--- src/rtl/rv_lsu.sv ---
// rv_lsu: RV32 load/store unit, one data-memory access at a time, with store lane steering and load extension.
// Build option LSU_MISALIGN_EXC_EN adds misalign_o and completes misaligned half/word accesses without a memory request.
module rv_lsu (
  input  logic        clk,
  input  logic        rstn,
  input  logic        mem_read_i,
  input  logic        mem_write_i,
  input  logic [2:0]  funct3_i,
  input  logic [31:0] addr_i,
  input  logic [31:0] wdata_i,
  output logic [31:0] rdata_o,
  output logic        stall_o,
  output logic        dm_req_o,
  output logic        dm_we_o,
  output logic [31:0] dm_addr_o,
  output logic [31:0] dm_wdata_o,
  output logic [3:0]  dm_be_o,
  input  logic        dm_ack_i,
  input  logic [31:0] dm_rdata_i
`ifdef LSU_MISALIGN_EXC_EN
  ,
  output logic        misalign_o
`endif
);

  // state | meaning
  // IDLE  | waiting for mem_read_i / mem_write_i; stall raised in the detect cycle
  // REQ   | dm_req_o held with stable address/data until dm_ack_i
  // DONE  | one unstalled cycle; load result (or misalign flag) visible
  typedef enum logic [1:0] {IDLE, REQ, DONE} state_t;
  typedef enum logic [1:0] {SZ_B = 2'd0, SZ_H = 2'd1, SZ_W = 2'd2} size_t;

  state_t      state;
  size_t       size_in, size_q;
  logic        uns_q, we_q;
  logic [1:0]  off_q;
  logic        access_in;
  logic [3:0]  be_in;
  logic [31:0] wdata_in;
  logic [7:0]  byte_sel;
  logic [15:0] half_sel;
  logic [31:0] load_val;

  assign access_in = mem_read_i | mem_write_i;

  // Stall is gated by rstn so a request held during reset cannot raise it.
  assign stall_o = rstn & (((state == IDLE) & access_in) | (state == REQ));

  always_comb begin
    case (funct3_i)
      3'b000, 3'b100: size_in = SZ_B;
      3'b001, 3'b101: size_in = SZ_H;
      default:        size_in = SZ_W;
    endcase
  end

  always_comb begin
    be_in    = 4'hF;
    wdata_in = wdata_i;
    if (mem_write_i) begin
      case (size_in)
        SZ_B: begin
          be_in    = 4'b0001 << addr_i[1:0];
          wdata_in = {4{wdata_i[7:0]}};
        end
        SZ_H: begin
          be_in    = 4'b0011 << {addr_i[1], 1'b0};
          wdata_in = {2{wdata_i[15:0]}};
        end
        default: begin
          be_in    = 4'hF;
          wdata_in = wdata_i;
        end
      endcase
    end
  end

`ifdef LSU_MISALIGN_EXC_EN
  logic misal_in;
  assign misal_in = ((size_in == SZ_H) & addr_i[0]) |
                    ((size_in == SZ_W) & (addr_i[1:0] != 2'b00));
`endif

  always_comb begin
    byte_sel = dm_rdata_i[{off_q, 3'b000} +: 8];
    half_sel = off_q[1] ? dm_rdata_i[31:16] : dm_rdata_i[15:0];
    case (size_q)
      SZ_B:    load_val = {{24{~uns_q & byte_sel[7]}}, byte_sel};
      SZ_H:    load_val = {{16{~uns_q & half_sel[15]}}, half_sel};
      default: load_val = dm_rdata_i;
    endcase
  end

  always_ff @(posedge clk or negedge rstn) begin
    if (!rstn) begin
      state      <= IDLE;
      size_q     <= SZ_W;
      uns_q      <= 1'b0;
      we_q       <= 1'b0;
      off_q      <= 2'b00;
      rdata_o    <= 32'h0;
      dm_req_o   <= 1'b0;
      dm_we_o    <= 1'b0;
      dm_addr_o  <= 32'h0;
      dm_wdata_o <= 32'h0;
      dm_be_o    <= 4'h0;
`ifdef LSU_MISALIGN_EXC_EN
      misalign_o <= 1'b0;
`endif
    end else begin
      case (state)
        IDLE: begin
          if (access_in) begin
            size_q <= size_in;
            uns_q  <= funct3_i[2];
            we_q   <= mem_write_i;
            off_q  <= addr_i[1:0];
`ifdef LSU_MISALIGN_EXC_EN
            if (misal_in) begin
              state      <= DONE;
              misalign_o <= 1'b1;
            end else
`endif
            begin
              state      <= REQ;
              dm_req_o   <= 1'b1;
              dm_we_o    <= mem_write_i;
              dm_addr_o  <= {addr_i[31:2], 2'b00};
              dm_be_o    <= be_in;
              dm_wdata_o <= wdata_in;
            end
          end
        end
        REQ: begin
          if (dm_ack_i) begin
            state    <= DONE;
            dm_req_o <= 1'b0;
            dm_we_o  <= 1'b0;
            if (!we_q) rdata_o <= load_val;
          end
        end
        DONE: begin
          state <= IDLE;
`ifdef LSU_MISALIGN_EXC_EN
          misalign_o <= 1'b0;
`endif
        end
        default: state <= IDLE;
      endcase
    end
  end

endmodule
--- config.mk ---
export PLATFORM = sky130hd
export DESIGN_NAME = rv_lsu
export DESIGN_NICKNAME = d
export VERILOG_FILES = /design/src/rtl/rv_lsu.sv
export SDC_FILE = /design/constraint.sdc
export NUM_CORES = 1
export LEC_CHECK = 0
export ABC_AREA = 1
export CAP_MARGIN = 20
export CORE_MARGIN = 1
export CORE_UTILIZATION = 43
export DETAILED_ROUTE_END_ITERATION = 8
export PLACE_DENSITY = 0.85
export SLEW_MARGIN = 0
export SYNTH_ARGS = -nofsm -noshare
export SYNTH_HDL_FRONTEND = slang
export SYNTH_SLANG_ARGS = --single-unit
--- constraint.sdc ---
create_clock -name clk -period 1.93 [get_ports clk]
set_input_delay 0.579 -clock clk [delete_from_list [all_inputs] [get_ports clk]]
set_output_delay 0.579 -clock clk [all_outputs]
set_load 0.1 [all_outputs]
==> flow_results.org, run 1 <==
** Status
- Result of the run :: finished with violations
- Failing checks :: negative setup slack

** Synth
- Avg Cell Area, Syn :: 8.27 um2
- Synthesis inferred 108 register bits.
- Cell area after synthesis :: 0.00509 mm2
- Yosys mapped the design onto 30 distinct sky130hd cell types.
- Dominant cell type by area after synthesis :: sky130_fd_sc_hd__dfrtp_1
- Counting flops with a built-in enable in the synthesized netlist gives 0.
- The most used flip-flop cell after synthesis is sky130_fd_sc_hd__dfrtp_1.
- The most common cell in the synthesized netlist is sky130_fd_sc_hd__nand2_1.
- Share of synthesized area occupied by flip-flops and latches :: 0.531
- Post-synth top cells :: sky130_fd_sc_hd__nand2_1 (232), sky130_fd_sc_hd__dfrtp_1 (107), sky130_fd_sc_hd__a21oi_1 (47), sky130_fd_sc_hd__nor2_1 (47), sky130_fd_sc_hd__inv_1 (39)
- Number of warnings printed during yosys synthesis :: 0
- Area share of the largest cell type after synthesis :: 0.526
- Share of flip-flops with an asynchronous set or reset after synthesis :: 1.00
- Largest cells by area after synthesis :: sky130_fd_sc_hd__dfrtp_1 (53%), sky130_fd_sc_hd__nand2_1 (17%), sky130_fd_sc_hd__a21oi_1 (4.6%)
- Synthesized instance count :: 615

** Drt
- Using the TritonRoute via totals, the vias-per-cell ratio works out to 5.18.
- Wirelength, routed :: 16.7 mm
- Count of routing violations after the opening detailed-route iteration :: 275
- The first detailed-routing pass took 7 iterations.
- Wire length per cell after detailed routing :: 17.1 um
- ANT nets after route :: 0
- After detailed routing, the number of remaining DRC violations is 0.
- The final route contains 5054 vias.

** Worst setup path
- STA classifies the critical path endpoint as an output pin.
- Critical Path Max Stage Delay :: 0.40 ns
- Maximum fanout count along the critical path :: 2
- Category of cells accounting for the largest share of critical-path delay :: flip-flops
- The cell that appears most often on the critical path is sky130_fd_sc_hd__inv_2.
- The number of buffers and inverters on the critical path is 3.
- The critical path goes through inv_2 -> nand2_4 -> nor2_4 -> inv_2 -> a21boi_4 -> buf_12.
- At the worst endpoint, the required time is 1.35 ns.
- At the worst endpoint, the arrival time is 1.39 ns.
- Startpoint type of the worst setup path :: register
- The worst setup path is of the reg2out kind.
- Critical-path top delay cell :: sky130_fd_sc_hd__dfrtp_1

** Floorplanning
- Area of the placeable core :: 0.0115 mm2
- Row generation in the floorplan step produced 39 rows.
- Chip Width :: 111 um
- IO Pins :: 207
- The initial utilization of the core area, before any placement, comes to 0.444.
- Vertical die dimension :: 111 um
- Overall die area :: 0.0123 mm2

** Clock tree
- Clock Pin Slew Worst Setup and Hold Paths :: 0.07 ns
- Clock Sinks :: 108
- TritonCTS built the clock tree.
- Clock tree buffer depth :: 2
- Clk_lat worst skew :: 0.33 ns
- Clock root buffer master :: sky130_fd_sc_hd__clkbuf_16
- Total clock buffers created by CTS :: 9
- Htree depth :: 3

** Global routing
- In the global route stage, overall resource usage came out at 0.278.
- Wire length of the first global-routing pass :: 27.0 mm
- Entering global routing, the biggest net connects 109 pins.
- Antenna violations before repair :: 0
- Total grt overflow :: 0
- The number of global-route vias before repair came to 5296.

** STA
- Final period util :: 1.02
- At the pin with the least slew margin, the transition time is 0.675 ns.
- Normalized max-slew margin :: 0.550
- For the final database, setup skew stands at 0.00296 ns.
- Endpoints failing hold :: 0
- Setup slack on the critical path of the routed design comes to -0.0355 ns.
- Setup violations remaining at the end of the flow were counted as 1.
- The number of pins exceeding their max-slew limit in the final report is 0.
- Based on the critical path, the design can be clocked at up to 509 MHz.
- Worst slack on hold paths :: 0.384 ns
- Unrepaired setup endpoints after global routing :: true
- Sum Neg Setup Slack :: -0.0355 ns
- Time the worst path needs with I/O delays and setup :: 1.97 ns

** Placed design
- After legalization and detailed placement, the total HPWL measured 12.4 mm.
- Summing all placed instances gives a cell area of 0.00841 mm2.
- Placer Congestion :: 0.882
- Number of input and output port buffers inserted :: 204

** Finish
- Fin nets :: 933
- The number of antenna diodes in the final layout is 0.
- Final-layout fill cell count :: 699
- Share of final-layout standard cells stronger than drive strength 1 :: 0.220
- Layout overhead on the synthesized area :: 71.5%
- Final design instance area without fill :: 0.00873 mm2

** Run
- Number of max-cap violations :: 0

** Min path
- In this run the worst hold path is classified as in2async.
[cell type report]
type	count	area [um2]	area share
clock buffer	14	284	0.0325
multi-input combinational	432	2070	0.237
inverter	46	178	0.0204
sequential	108	2700	0.310
clock inverter	1	5.00	0.000574
tap	143	179	0.0205
timing repair buffer	232	3310	0.379
[layer usage]
metal	vias to the layer above	global-route usage	part of all wire
met5	-	0	0
met4	0	0.0996	0.028
met3	39	0.0864	0.088
met2	249	0.485	0.51
met1	2395	0.320	0.37
li1	2371	-	-
[layout by cell type, fill, tap and decap left out, drive strengths merged, types with 2 or more instances in the layout]
cell type / Yosys / layout
nand3: 17 / 17
a21oi: 57 / 57
a211oi: 6 / 6
clkinv: 1 / 2
o211ai: 8 / 8
clkdlybuf4s50: 0 / 100
nor2: 50 / 50
or2: 8 / 8
clkbuf: 11 / 14
inv: 45 / 45
o22ai: 7 / 7
conb: 1 / 2
nand2: 239 / 239
buf: 19 / 131
dfrtp: 107 / 107
o21ai: 37 / 37
[registers in the layout, summed over array words and instances (netlist names)]
signal / cells
dm_wdata_o: 32
rdata_o: 32
dm_addr_o: 30
dm_be_o: 4
off_q: 2
size_q: 2
state: 2
dm_req_o: 1
dm_we_o: 1
uns_q: 1
we_q: 1
[worst paths after layout]
kind                               start        endpoint  slack (ns)  cells after the start
min                                 rstn  dm_wdata_o[26]        0.38                      2
max reg2reg                     state[1]  dm_wdata_o[23]        0.27                      7
min reg2reg                dm_addr_o[19]   dm_addr_o[19]        0.53                      2
max in group asynchronous           rstn   dm_addr_o[21]        1.13                      2
max                             state[1]         stall_o       -0.04                      6
min in group clk           dm_addr_o[19]   dm_addr_o[19]        0.53                      2
[metrics by stage]
step           cells  setup slack, ns  utilization
2_1_floorplan    616           -0.195            -
3_3_place_gp     958           -0.344        0.733
3_5_place_dp     958           -0.420        0.733
4_1_cts          976          -0.0188        0.761
5_1_grt          976          -0.0830        0.761
6_report         976          -0.0355        0.761
[kinds of logic after synthesis]
family,count (synthesis),share of synthesized area
simple gates,314,0.254
compound gates,116,0.145
flops,108,0.531
buf+inv,76,0.0686
other cells,1,0.000737
[what timing repair did]
item                                   CTS  global route
hold buffers                             0             0
endpoints found under the hold margin    0             0
buffers inserted                         3             0
resized for setup                       10             0
pin swaps                                3             0
setup endpoints to repair                6             1
Power of run 1 is not shown: default switching activity piles up to over one toggle a cycle in this logic, so the estimate is an artifact.
==> run 2, diff against run 1 <==
--- a/config.mk
+++ b/config.mk
@@ -7,10 +7,12 @@
 export LEC_CHECK = 0
 export ABC_AREA = 1
 export CAP_MARGIN = 20
+export CELL_PAD_IN_SITES_DETAIL_PLACEMENT = 1
+export CELL_PAD_IN_SITES_GLOBAL_PLACEMENT = 2
 export CORE_MARGIN = 1
-export CORE_UTILIZATION = 43
+export CORE_UTILIZATION = 24
 export DETAILED_ROUTE_END_ITERATION = 8
-export PLACE_DENSITY = 0.85
+export PLACE_DENSITY = 0.86
 export SLEW_MARGIN = 0
 export SYNTH_ARGS = -nofsm -noshare
 export SYNTH_HDL_FRONTEND = slang
==> run 2 against run 1 <==
Against the previous run:
- first-iteration DRC count shrank 37%
- setup slack gained 0.035 ns
- hold slack lost 0.0068 ns
- count of clock-buffer cells in the layout shrank 5
- via count shrank 2.1%
- fmax grew 1.8%
- sequential share of layout area shrank 0.75 points
- the flow still finishes with violations (negative setup slack)
- final cell count grew 14%
==> flow_results.org, run 2 (same netlist as run 1, synthesis figures left out) <==
** Status
- The flow ran to the end, but the final reports show violations.
- The checks that failed: negative setup slack.

** Clock tree
- For this design, the CTS-stage hold fixing added 0 buffers.
- TritonCTS clock tree :: done
- The root buffer cell chosen for the clock tree is sky130_fd_sc_hd__clkbuf_16.
- Counting along the longest clock path gives a buffer depth of 2.
- Total clock buffers created by CTS :: 9
- Htree depth :: 3
- Clock-pin slew was measured on the worst setup and hold paths at 0.08 ns.
- Clock Sinks :: 108
- Clock latency on the worst-skew pair, taken at its later pin, is 0.36 ns.

** Worst setup path
- Class of the most critical setup path :: reg2out
- Data arrival time of the critical path :: 1.35 ns
- Crit end category :: output pin
- Critical path required time :: 1.35 ns
- STA classifies the critical path startpoint as a register.
- Maximum fanout count along the critical path :: 2

** STA
- Of the available clock period, the critical path in the final layout requires 1.00.
- Normalized max-slew margin :: 0.584
- Fmax :: 518 MHz
- The final hold violation count came to 0.
- Slew at the pin closest to its max-slew limit :: 0.623 ns
- Setup clock skew after layout :: 0.0119 ns
- Setup repair after global routing could not meet its margin everywhere.
- Across all hold checks on the routed design, the worst slack comes to 0.377 ns.
- The number of pins exceeding their max-slew limit in the final report is 0.
- For the finished layout, the period the worst path requires is 1.93 ns.
- Across all setup checks in the final design, the least slack found is -0.000858 ns.
- Setup violations remaining at the end of the flow were counted as 1.

** Global routing
- Pin count of the biggest net entering global routing :: 109
- The first global-routing pass estimated 29.8 mm of wire.
- Vias in the first global route :: 5278
- Antenna violations before repair :: 1
- The total overflow left after global routing is 0.
- Global routing usage summed across all routing layers :: 0.178

** Finish
- Registers with the most flip-flops :: dm_wdata_o x32, rdata_o x32, dm_addr_o x30
- Most frequent cells in the layout :: sky130_fd_sc_hd__nand2_1 (231), sky130_fd_sc_hd__dfrtp_1 (107), sky130_fd_sc_hd__buf_12 (104), sky130_fd_sc_hd__clkdlybuf4s50_1 (100), sky130_fd_sc_hd__a21oi_1 (47)
- From synthesis to final layout, the design area changed by 75.8%.
- Summing all non-filler instances in the final layout gives an area of 0.00894 mm2.
- Commonest non-fill, non-tap cell in the layout :: sky130_fd_sc_hd__nand2_1
- Antenna cells :: 0
- Utilization after layout :: 0.436
- At the end of the flow, the number of nets in the layout was 941.
- Share of final-layout standard cells stronger than drive strength 1 :: 0.229
- Counting the fill cells in the layout gives 2326.

** Floorplanning
- Row Count :: 52
- Overall die area :: 0.0218 mm2
- Area of the placeable core :: 0.0205 mm2
- Chip Width :: 148 um
- IO Pins :: 207
- Vertical die dimension :: 148 um
- Initial core utilization :: 0.248

** Placed design
- Placer Congestion :: 0.795
- HPWL after detailed placement :: 14.4 mm
- Number of input and output port buffers inserted :: 204
- Post-place setup slack :: -0.359 ns
- Cell area after placement :: 0.00860 mm2

** Drt
- After the first detailed-routing iteration, the DRC count stood at 172.
- ANT nets after route :: 0
- Post-DR vias/cell :: 4.45
- DRC errors left :: 0
- Wirelength, routed :: 18.8 mm
- Wire length per cell after detailed routing :: 16.9 um
- Number of vias in the routed layout :: 4946
- The first TritonRoute pass finished after 4 iterations.

** Run
- The tool flagged a number of max-cap violations equal to 0.

** Min path
- The min-delay analysis places its worst path in the category in2async.
==> run 2: metrics by stage <==
step / cells / setup TNS, ns
finish: 1112 / -0.000858
global route: 1112 / -0.0688
CTS: 1112 / -0.0170
detailed placement: 1091 / -19.53
global placement: 1091 / -15.55
floorplan: 616 / -0.195
==> run 2: what timing repair did <==
item | CTS | global route
gates resized for setup | 8 | 0
setup buffers | 5 | 0
pin swaps | 4 | 0
endpoints found under the setup margin | 1 | 1
gates cloned | 0 | 0
==> run 2: routing by layer <==
| metal | share of wire | global-route usage | vias to the layer above |
|---|---|---|---|
| met5 | 0.00069 | 0 | - |
| met1 | 0.42 | 0.218 | 2377 |
| li1 | - | - | 2379 |
| met4 | 0.0083 | 0.0356 | 2 |
| met2 | 0.47 | 0.290 | 178 |
| met3 | 0.10 | 0.0796 | 10 |
==> run 2: layout make-up <==
| cell class | count | area (um2) | share of cell area |
|---|---|---|---|
| flip-flops and latches | 108 | 2700 | 0.302 |
| repair buffers | 240 | 3360 | 0.375 |
| well taps | 270 | 338 | 0.0378 |
| clock inverters | 7 | 70.1 | 0.00783 |
| inverters | 46 | 178 | 0.0199 |
| clock buffers | 9 | 225 | 0.0252 |
| multi-input cells | 432 | 2070 | 0.232 |
==> run 2: path summary, 6_finish.rpt <==
| path | start | to | slack [ns] | cells after the start |
|---|---|---|---|---|
| worst min-delay path | rstn | rdata_o[14] | 0.38 | 2 |
| worst min register to register | size_q[0] | size_q[0] | 0.53 | 2 |
| min in group clk | size_q[0] | size_q[0] | 0.53 | 2 |
| worst max-delay path | state[0] | stall_o | -0.0009 | 6 |
| worst max register to register | state[1] | rdata_o[20] | 0.29 | 9 |
| max in group asynchronous | rstn | dm_addr_o[25] | 1.09 | 2 |
==> run 2: worst max-delay path, cell delays in order, from the launching register on <==
cell and delay (ns):
sky130_fd_sc_hd__dfrtp_1 0.39, sky130_fd_sc_hd__inv_2 0.07, sky130_fd_sc_hd__nand2_4 0.06, sky130_fd_sc_hd__nor2_4 0.09, sky130_fd_sc_hd__inv_2 0.06, sky130_fd_sc_hd__a21boi_4 0.14, sky130_fd_sc_hd__buf_12 0.19
Power of run 2 is left out for the same reason.
==> run 3, diff against run 2 <==
==> constraint.sdc (replaced) <==
create_clock -name clk -period 1.93 [get_ports clk]
set_input_delay 0.579 -clock clk [delete_from_list [all_inputs] [get_ports clk]]
set_output_delay 0.579 -clock clk [all_outputs]
set_load 0.05 [all_outputs]
==> run 3 against run 2 <==
Against the previous run:
- the run now ends clean
- sequential share of layout area up 4.9 points
- count of clock-buffer cells in the layout unchanged
- die area unchanged
- final cell count stayed put
- via count decreased by 0.79%
- largest cell class is now registers
- highest routed layer is now met4
==> flow_results.org, run 3 (same netlist as run 1, synthesis figures left out) <==
** Drt
- Dividing the detail-routed wire length by the instance count gives 16.0 um.
- ANT nets after route :: 0
- The first detailed-routing pass took 8 iterations.
- After detailed routing, the number of remaining DRC violations is 0.
- In the routed layout, each cell is associated on average with a via count of 4.41.
- Detailed routing inserted a total of 4907 vias.
- Wirelength, routed :: 17.8 mm
- The first routing iteration left 146 violations.

** STA
- Clock skew on the completed layout was measured at 0.00753 ns.
- Adding up every negative setup slack in the final design gives 0 ns.
- Setup violations remaining at the end of the flow were counted as 0.
- Static timing analysis puts the maximum clock frequency at 523 MHz.
- The number of pins exceeding their max-slew limit in the final report is 0.
- Final period util :: 0.990
- Endpoints failing hold :: 0
- Time the worst path needs with I/O delays and setup :: 1.91 ns
- Setup ws final :: 0.0189 ns
- Headroom to the max-slew limit came out at 0.575.
- Slew at the pin closest to its max-slew limit :: 0.637 ns
- Unrepaired setup endpoints after global routing :: true

** Clock tree
- Total clock buffers created by CTS :: 9
- The H-tree was split into 3 levels.
- Clock tree synthesis selected as its root buffer the cell sky130_fd_sc_hd__clkbuf_16.
- Buffers inserted to repair hold after CTS numbered 0.
- At the later pin of the worst-skew pair, clock insertion delay measures 0.36 ns.
- Clock Sinks :: 108
- Clock-pin slew was measured on the worst setup and hold paths at 0.08 ns.
- Counting along the longest clock path gives a buffer depth of 2.
- TritonCTS built the clock tree.

** Floorplanning
- The die is 148 um tall.
- IO Pins :: 207
- The die covers 0.0218 mm2.
- Initial core utilization :: 0.248
- Row Count :: 52
- Chip Width :: 148 um
- Area of the placeable core :: 0.0205 mm2

** Pwr
- Sequential share of power :: 0.265
- Dividing total power by cell area gives a power density of 2000 mW/mm2.
- The completed layout was analyzed and its total power is 15.4 mW.
- Static Leak :: 3.78 nW
- Clock group share of total power :: 0.121
- Part of the power in combinational logic :: 0.614
- Cell Int Power :: 7.20 mW
- Of the total power, the share spent switching nets is 0.533.
- Net load switching power :: 8.22 mW
- Across the VDD grid, the largest voltage drop is 0.000883 V.

** Finish
- The number of antenna diodes in the final layout is 0.
- The net count of the finished layout is 941.
- Sequential cell area in the final layout :: 0.00270 mm2
- In the final layout, the multi-input gates occupy 0.00206 mm2.
- Compared with the post-synthesis result, the final layout area differs by 51.4%.
- In the final layout, the share of cells above drive strength 1 is 0.228.
- The library cell used most frequently in the layout, excluding fill and tap cells, is sky130_fd_sc_hd__nand2_1.
- After routing the design area is 0.00771 mm2.
- Counting the fill cells in the layout gives 2481.
- Registers with the most flip-flops :: dm_wdata_o x32, rdata_o x32, dm_addr_o x30
- In the layout the commonest cells are sky130_fd_sc_hd__nand2_1 (231), sky130_fd_sc_hd__buf_4 (132), sky130_fd_sc_hd__dfrtp_1 (107), sky130_fd_sc_hd__clkdlybuf4s50_1 (100), sky130_fd_sc_hd__a21oi_1 (47).

** Worst setup path
- Crit end category :: output pin
- Worst setup path start :: state[0]
- Data arrival time of the critical path :: 1.33 ns
- Critical path required time :: 1.35 ns
- The worst register-to-register path has a setup slack of 0.29 ns.
- By startpoint and endpoint, the worst setup path is classified as reg2out.
- The worst setup path is launched from a register.
- In this run the critical register-to-register path is launched from off_q[1].
- Maximum fanout count along the critical path :: 2

** Min path
- The tightest min-delay check is of the in2async type.

** Placed design
- The wire-length estimate of the detail-placed layout is 13.2 mm.
- Prior to clock tree synthesis, the placed netlist has a worst setup slack of -0.287 ns.
- Placer Congestion :: 0.761
- Input and output buffers added on the ports amount to 204.
- The placed instances occupy a cell area of 0.00739 mm2.

** Global routing
- Entering global routing, the biggest net connects 109 pins.
- The first global-routing pass estimated 28.5 mm of wire.
- In the global route stage, overall resource usage came out at 0.169.
- Met3 Usage GRT :: 0.0642
- The initial antenna violation count is 0.
- The number of global-route vias before repair was 5191.
- Total grt overflow :: 0
- For this run, global-route usage on met2 was measured as 0.270.
- Most used routing layer in global routing :: met2
- Global-route track usage on met1 :: 0.214

** Run
- Across the run, the number of max-cap violations was 0.

** Status
- Result of the run :: complete, no violations
-- run 3: final cells by class --
class	instances	share of cell area
flip-flops and latches	108	0.351
inverters	46	0.0231
well taps	270	0.0438
clock buffers	9	0.0292
clock inverters	7	0.00909
multi-input cells	432	0.267
repair buffers	240	0.277
-- run 3: path summary, 6_finish.rpt --
path | endpoint | cells after the start
max | stall_o | 6
min | rdata_o[12] | 2
max reg2reg | rdata_o[29] | 7
min reg2reg | dm_addr_o[26] | 2
max in group asynchronous | we_q | 2
min in group clk | dm_addr_o[26] | 2
-- run 3: metal layers --
layer	vias to the layer above	routed length, um
met5	-	0
met4	0	187
met3	10	1530
met2	155	8240
met1	2360	7840
li1	2382	-
-- run 3: power groups by stage --
stage / logic (mW) / clock network [mW] / registers, mW
floorplan: 2.92 / 0 / 7.53
global placement: 9.41 / 0 / 4.10
detailed placement: 9.54 / 0 / 4.11
CTS: 9.60 / 1.97 / 4.10
global route: 10.2 / 2.04 / 4.23
finish: 9.46 / 1.87 / 4.08
-- run 3: worst max-delay path: stages, from the launching register on --
cell,delay [ns]
sky130_fd_sc_hd__dfrtp_1,0.40
sky130_fd_sc_hd__inv_2,0.07
sky130_fd_sc_hd__nand2_4,0.06
sky130_fd_sc_hd__nor2_4,0.09
sky130_fd_sc_hd__inv_2,0.05
sky130_fd_sc_hd__a21boi_4,0.15
sky130_fd_sc_hd__buf_12,0.15
-- run 3: timing repair --
action / in CTS / in global routing
gates resized for setup: 7 / 0
setup buffers: 2 / 0
pin swaps: 3 / 0
setup endpoints to repair: 1 / 1
-- run 3: per-stage QoR --
| step | hold WS, ns | utilization | instances |
|---|---|---|---|
| 4_1_cts | 0.418 | 0.376 | 1112 |
| 6_report | 0.373 | 0.376 | 1112 |
| 5_1_grt | 0.417 | 0.376 | 1112 |
| 3_5_place_dp | 0.462 | 0.360 | 1094 |
| 3_3_place_gp | 0.455 | 0.360 | 1094 |
| 2_1_floorplan | 0.283 | - | 616 |
Note: power is estimated with default switching activity, not from simulation.
